File: config.mk
export PLATFORM = sky130hd
export DESIGN_NAME = vga_fetch_scheduler_flat
export DESIGN_NICKNAME = d
export VERILOG_FILES = /design/src/rtl/vga_fetch_scheduler_if.sv /design/src/rtl/vga_fetch_scheduler.sv /design/src/flat_wrapper.sv
export SDC_FILE = /design/constraint.sdc
export NUM_CORES = 1
export LEC_CHECK = 0
export ABC_AREA = 0
export ABC_CLOCK_PERIOD_IN_PS = 2200
export BUFFER_PORTS_ARGS = -buffer_cell sky130_fd_sc_hd__buf_4
export CORE_UTILIZATION = 52
export CTS_CLUSTER_SIZE = 24
export DETAILED_ROUTE_END_ITERATION = 7
export GPL_TIMING_DRIVEN = 0
export PLACE_DENSITY_LB_ADDON = 0.3
export SETUP_SLACK_MARGIN = 0.5
export SLEW_MARGIN = 40
export SYNTH_ARGS = -nofsm -noshare
export SYNTH_HDL_FRONTEND = slang
export SYNTH_SLANG_ARGS = --single-unit
File: constraint.sdc
create_clock -name clk -period 2.2 [get_ports clk]
set_input_delay 0.11 -clock clk [delete_from_list [all_inputs] [get_ports clk]]
set_output_delay 0.11 -clock clk [all_outputs]
set_load 0.005 [all_outputs]
File: src/rtl/vga_fetch_scheduler_if.sv
// CPU peripheral bus and framebuffer SRAM port that the VGA fetch scheduler arbitrates.
// The scheduler is the slave of the CPU side and drives the SRAM port.
interface vga_fetch_scheduler_if #(
   parameter int ADDR_W = 4
);
   logic              cpu_req;
   logic              cpu_we;
   logic [ADDR_W-1:0] cpu_addr;
   logic [31:0]       cpu_wdata;
   logic              cpu_ack;
   logic [31:0]       cpu_rdata;

   logic              mem_en;
   logic              mem_we;
   logic [ADDR_W-1:0] mem_addr;
   logic [31:0]       mem_wdata;
   logic [31:0]       mem_rdata;

   modport slave (
      input  cpu_req, cpu_we, cpu_addr, cpu_wdata, mem_rdata,
      output cpu_ack, cpu_rdata, mem_en, mem_we, mem_addr, mem_wdata
   );

   modport master (
      output cpu_req, cpu_we, cpu_addr, cpu_wdata, mem_rdata,
      input  cpu_ack, cpu_rdata, mem_en, mem_we, mem_addr, mem_wdata
   );
endinterface

File: src/rtl/vga_fetch_scheduler.sv
// Shares one single-port framebuffer SRAM between CPU accesses and a once-per-line
// row prefetch, and produces the registered 1-bit cell pixel for the output stage.
module vga_fetch_scheduler #(
   parameter int ADDR_W   = 4,
   parameter int FETCH_HI = 38
) (
   input  logic       clk,
   input  logic       rst_n,
   input  logic [5:0] x_hi,
   input  logic [4:0] x_lo,
   input  logic [4:0] y_hi,
   input  logic [5:0] y_lo,
   input  logic       blank,
   output logic       pixel,
   vga_fetch_scheduler_if.slave bus
);
   localparam logic [1:0] S_IDLE       = 2'd0;
   localparam logic [1:0] S_DISP_RD    = 2'd1;
   localparam logic [1:0] S_CPU_RD     = 2'd2;
   localparam logic [1:0] S_CPU_WR_ACK = 2'd3;

   logic [1:0]  state_q, state_d;
   logic        fetch_pending_q, fetch_pending_d;
   logic [31:0] fetch_buf_q, fetch_buf_d;
   logic [31:0] active_buf_q, active_buf_d;
   logic [31:0] cpu_rdata_q, cpu_rdata_d;
   logic        cpu_ack_q, cpu_ack_d;
   logic        pixel_q, pixel_d;

   logic fetch_slot;
   logic vblank;
   logic line_start;
   logic fetch_want;
   logic grant_disp;
   logic timing_unused;

   assign fetch_slot    = (x_hi == 6'(FETCH_HI)) && (x_lo == 5'd0);
   assign vblank        = (y_hi >= 5'd16);
   assign line_start    = (x_hi == 6'd0) && (x_lo == 5'd0);
   // The slot itself counts as a request so a CPU access raised on that cycle loses.
   assign fetch_want    = fetch_pending_q | (fetch_slot & ~vblank);
   assign timing_unused = ^y_lo;

   // Grant decision; the SRAM strobes are driven straight from it.
   always_comb begin
      // NOTE: every signal written here gets a default first, so no latch can be inferred.
      state_d       = state_q;
      grant_disp    = 1'b0;
      bus.mem_en    = 1'b0;
      bus.mem_we    = 1'b0;
      bus.mem_addr  = '0;
      bus.mem_wdata = '0;
      if (rst_n) begin
         case (state_q)
            S_IDLE: begin
               if (fetch_want) begin
                  grant_disp   = 1'b1;
                  bus.mem_en   = 1'b1;
                  bus.mem_addr = y_hi[ADDR_W-1:0];
                  state_d      = S_DISP_RD;
               end else if (bus.cpu_req && !cpu_ack_q) begin
                  // While its ack is showing, the requester's held cpu_req is the old request.
                  bus.mem_en   = 1'b1;
                  bus.mem_we   = bus.cpu_we;
                  bus.mem_addr = bus.cpu_addr;
                  if (bus.cpu_we) begin
                     bus.mem_wdata = bus.cpu_wdata;
                     state_d       = S_CPU_WR_ACK;
                  end else begin
                     state_d       = S_CPU_RD;
                  end
               end
            end
            default: state_d = S_IDLE;
         endcase
      end
   end

   always_comb begin
      fetch_pending_d = fetch_pending_q;
      if (grant_disp) begin
         fetch_pending_d = 1'b0;
      end else if (fetch_slot && !vblank) begin
         fetch_pending_d = 1'b1;
      end

      fetch_buf_d = fetch_buf_q;
      if (state_q == S_DISP_RD) begin
         fetch_buf_d = bus.mem_rdata;
      end else if (fetch_slot && vblank) begin
         fetch_buf_d = '0;
      end

      cpu_ack_d    = (state_q == S_CPU_RD) || (state_q == S_CPU_WR_ACK);
      cpu_rdata_d  = (state_q == S_CPU_RD) ? bus.mem_rdata : cpu_rdata_q;
      active_buf_d = line_start ? fetch_buf_q : active_buf_q;
      pixel_d      = active_buf_q[x_hi[4:0]] & ~blank;
   end

   // NOTE: reset is synchronous and also clears the row buffers, so a reset line shows black.
   always_ff @(posedge clk) begin
      if (!rst_n) begin
         state_q         <= S_IDLE;
         fetch_pending_q <= 1'b0;
         fetch_buf_q     <= '0;
         active_buf_q    <= '0;
         cpu_rdata_q     <= '0;
         cpu_ack_q       <= 1'b0;
         pixel_q         <= 1'b0;
      end else begin
         // NOTE: non-blocking assignments keep every register reading pre-edge values.
         state_q         <= state_d;
         fetch_pending_q <= fetch_pending_d;
         fetch_buf_q     <= fetch_buf_d;
         active_buf_q    <= active_buf_d;
         cpu_rdata_q     <= cpu_rdata_d;
         cpu_ack_q       <= cpu_ack_d;
         pixel_q         <= pixel_d;
      end
   end

   assign bus.cpu_ack   = cpu_ack_q;
   assign bus.cpu_rdata = cpu_rdata_q;
   assign pixel         = pixel_q;
endmodule

File: src/flat_wrapper.sv
// flat-port wrapper written by rule: the top's interface ports become plain ports
module vga_fetch_scheduler_flat 
#(
   parameter int ADDR_W   = 4,
   parameter int FETCH_HI = 38
)
  (clk, rst_n, x_hi, x_lo, y_hi, y_lo, blank, pixel, bus_cpu_req, bus_cpu_we, bus_cpu_addr, bus_cpu_wdata, bus_mem_rdata, bus_cpu_ack, bus_cpu_rdata, bus_mem_en, bus_mem_we, bus_mem_addr, bus_mem_wdata);
  vga_fetch_scheduler_if #(.ADDR_W(ADDR_W)) bus_i ();
  input  logic clk;
  input  logic rst_n;
  input  logic [5:0] x_hi;
  input  logic [4:0] x_lo;
  input  logic [4:0] y_hi;
  input  logic [5:0] y_lo;
  input  logic blank;
  output logic pixel;
  input wire logic [$bits(bus_i.cpu_req)-1:0] bus_cpu_req;
  input wire logic [$bits(bus_i.cpu_we)-1:0] bus_cpu_we;
  input wire logic [$bits(bus_i.cpu_addr)-1:0] bus_cpu_addr;
  input wire logic [$bits(bus_i.cpu_wdata)-1:0] bus_cpu_wdata;
  input wire logic [$bits(bus_i.mem_rdata)-1:0] bus_mem_rdata;
  output wire logic [$bits(bus_i.cpu_ack)-1:0] bus_cpu_ack;
  output wire logic [$bits(bus_i.cpu_rdata)-1:0] bus_cpu_rdata;
  output wire logic [$bits(bus_i.mem_en)-1:0] bus_mem_en;
  output wire logic [$bits(bus_i.mem_we)-1:0] bus_mem_we;
  output wire logic [$bits(bus_i.mem_addr)-1:0] bus_mem_addr;
  output wire logic [$bits(bus_i.mem_wdata)-1:0] bus_mem_wdata;
  assign bus_i.cpu_req = bus_cpu_req;
  assign bus_i.cpu_we = bus_cpu_we;
  assign bus_i.cpu_addr = bus_cpu_addr;
  assign bus_i.cpu_wdata = bus_cpu_wdata;
  assign bus_i.mem_rdata = bus_mem_rdata;
  assign bus_cpu_ack = bus_i.cpu_ack;
  assign bus_cpu_rdata = bus_i.cpu_rdata;
  assign bus_mem_en = bus_i.mem_en;
  assign bus_mem_we = bus_i.mem_we;
  assign bus_mem_addr = bus_i.mem_addr;
  assign bus_mem_wdata = bus_i.mem_wdata;
  vga_fetch_scheduler #(.ADDR_W(ADDR_W), .FETCH_HI(FETCH_HI)) u_core (.clk(clk), .rst_n(rst_n), .x_hi(x_hi), .x_lo(x_lo), .y_hi(y_hi), .y_lo(y_lo), .blank(blank), .pixel(pixel), .bus(bus_i));
endmodule
==> flow_metrics.tcl <==
set metrics [dict create \
    status "finished clean" \
    hold_path_class "input port to register" \
    synth_largest_area_cell "dfxtp_1" \
    synth-edff-count 0 \
    ir_worst_vdd_uv 573 \
    clock_path_buffers 2 \
    r2r_setup_slack_ns 0.52 \
    fin_area_um2 6270 \
    timing.rr.end "u_core.bus.cpu_rdata[29]" \
    ys_ff_latch 101 \
    coreArea_um2 7690 \
    cpMaxStageDelayCell "dfxtp_2" \
    die_w_um 90.8 \
    drv.max_cap_violation_count 0 \
    mostFrequentLayoutCells "141 x buf_4, 98 x dfxtp_1, 66 x nor2_1, 64 x nand2_1, 38 x a21oi_1" \
    fin_skew_ns 0.00613 \
    nets 755 \
    vias_per_cell 5.47 \
    synth_nets 547 \
    cts_max_level 3 \
    p_leak_uw 0.00290 \
    yosysWarnings 0 \
    worst_hold_slack_ns 0.00275 \
    die_area_um2 8240 \
    gp_congestion 0.906 \
    reg2reg_depth 6 \
    cpPeakStageDelay_ns 0.33 \
    rr_startpoint "u_core.state_q[1]" \
    fin_ws_ns 0.333 \
    critical_path_required_ns 2.09 \
    synth_area_um2 4100 \
    grt.overflow.total 0 \
    start_util 0.533 \
    yosysSeqAreaShare 0.493 \
    area_growth_pct 53.0 \
    cts.sinks 101 \
    dpl.cell_count 713 \
    antenna_cells 0 \
    antenna_left 0 \
    fmax_mhz 536 \
    drive_gt1_frac 0.386 \
    crit_start "u_core.bus.cpu_ack" \
    syn_inst 452 \
    root_buffer "clkbuf_8" \
    synthFlopType "dfxtp_1" \
    crit_arrival_ns 1.76 \
    drtPass1Iterations 5 \
    setup_tns_ns 0 \
    rsz0062_at_grt "true" \
    drt-total-wl_um 13900 \
    n_fill_cell 468 \
    final_common_cell "buf_4" \
    crit_type "register to output port" \
    hold_viol 0 \
    num_rows 32 \
    clk_pin_slew_worst_paths_ns 0.09 \
    grt_max_degree 17 \
    drc 0 \
    power_density_nw_per_um2 614 \
    critical_path.startpoint_type "register" \
    wl_per_cell_um 18.1 \
    dieHeight_um 90.8 \
    report.final.slew_viol_count 0 \
    place_area_um2 5420 \
    dp_hpwl_um 8580 \
    slew_headroom 0.569 \
    insertion_delay_ns 0.36 \
    grt_pass1_vias 4119 \
    grt.total_usage 0.326 \
    grt_pass1_wl_um 21100 \
    path_max_fanout 8 \
    drt_first_iter_violations 360 \
    fin_cells 767 \
    setup_viol 0 \
    cts_buffers 9 \
    io_pins 167 \
    period_share 0.849 \
    tightest_slew_ns 0.647 \
    synth_top_area_frac 0.493 \
    dp_slack_ns 0.234 \
    postSynthAreaPerCell_um2 9.07 \
    synth-async-reset-ratio 0 \
    synth_area_leaders "dfxtp_1 49%, mux2i_1 8.5%, nor2_1 6.1%, nand2_1 6.0%, a22oi_1 5.9%" \
    num_vias 4194 \
    cp_cell_sequence "nor2b_1, buf_4, nand2_4, nor4_4, buf_6, buf_6, and2_4, buf_6" \
    cts_tree "done" \
    ys_types 34 \
    io_buffers 159 \
    min_period_ns 1.87 \
    cp_common_cell "buf_6" \
    end_kind "output port" \
    antenna_found_initial 0 \
    endpoint "bus_mem_wdata[3]" \
]
-- critical path, delay by kind of cell (launching register included) --
family | cells | cell delay [ns]
DFF | 1 | 0.33
and+or+nand+nor | 4 | 0.49
buffers and inverters | 4 | 0.56
-- layer usage --
layer  vias to the layer above  part of all wire  global-route usage
li1                       1953                 -                   -
met1                      1996              0.39               0.389
met2                       202              0.52               0.583
met3                        43             0.058              0.0598
met4                         0             0.033               0.119
met5                         -                 0                   0
-- cells in the mapped netlist, types with 4 or more instances --
cell type  number
clkbuf_1       22
dfxtp_1       101
buf_2           7
o21ai_0         4
nand2_1        66
and2_1         33
a21oi_1        38
nor2_1         67
a22oi_1        32
nand3_1         5
mux4_2          6
mux2i_1        35
nor2b_1         4
-- layout make-up --
type                       count  area [µm²]  share of cell area
buffer                        35         185              0.0295
clock buffer                  11         141              0.0226
tap                          102         128              0.0204
multi-input combinational    312        2020               0.322
inverter                       4        15.0             0.00239
clock inverter                 5        81.3              0.0130
sequential                   101        2030               0.323
timing repair buffer         197        1670               0.266
-- registers in the layout, summed over array words and instances (netlist names) --
name,cells
u_core.active_buf_q,32
u_core.bus.cpu_ack,1
u_core.bus.cpu_rdata,32
u_core.fetch_buf_q,32
u_core.fetch_pending_q,1
u_core.pixel,1
u_core.state_q,2
-- timing repair --
action / in CTS / in global routing
resized for setup: 74 / 19
endpoints found under the hold margin: 25 / 2
hold buffers: 23 / 2
buffers inserted: 6 / 4
cloned: 3 / 0
endpoints found under the setup margin: 67 / 98
pin swaps: 32 / 4
-- metrics by stage --
stage	power [µW]	utilization
final	3850	0.816
after global routing	3980	0.816
after CTS	3800	0.804
after detailed placement	2450	0.705
after global placement	2430	0.705
after floorplan	2160	-
-- where the power goes --
part / switching [µW] / internal, µW
Sequential: 35.4 / 1890
Combinational: 285 / 332
Clock: 634 / 675
-- cell families after synthesis --
logic type             share of synthesized area
flip-flops                                 0.493
buffers and inverters                     0.0452
multiplexers                               0.121
AO/OA/AOI/OAI                              0.125
AND/OR/NAND/NOR                            0.215
-- how the worst min path moves through the flow --
stage                           start                       end  cells after the start
CTS                 bus_mem_rdata[22]  u_core.bus.cpu_rdata[22]                      3
finish              bus_mem_rdata[22]  u_core.bus.cpu_rdata[22]                      3
detailed placement              blank              u_core.pixel                      2
floorplan                       blank              u_core.pixel                      1
global placement                blank              u_core.pixel                      2
global route        bus_mem_rdata[16]    u_core.fetch_buf_q[16]                      3
Note: power is estimated with default switching activity, not from simulation.
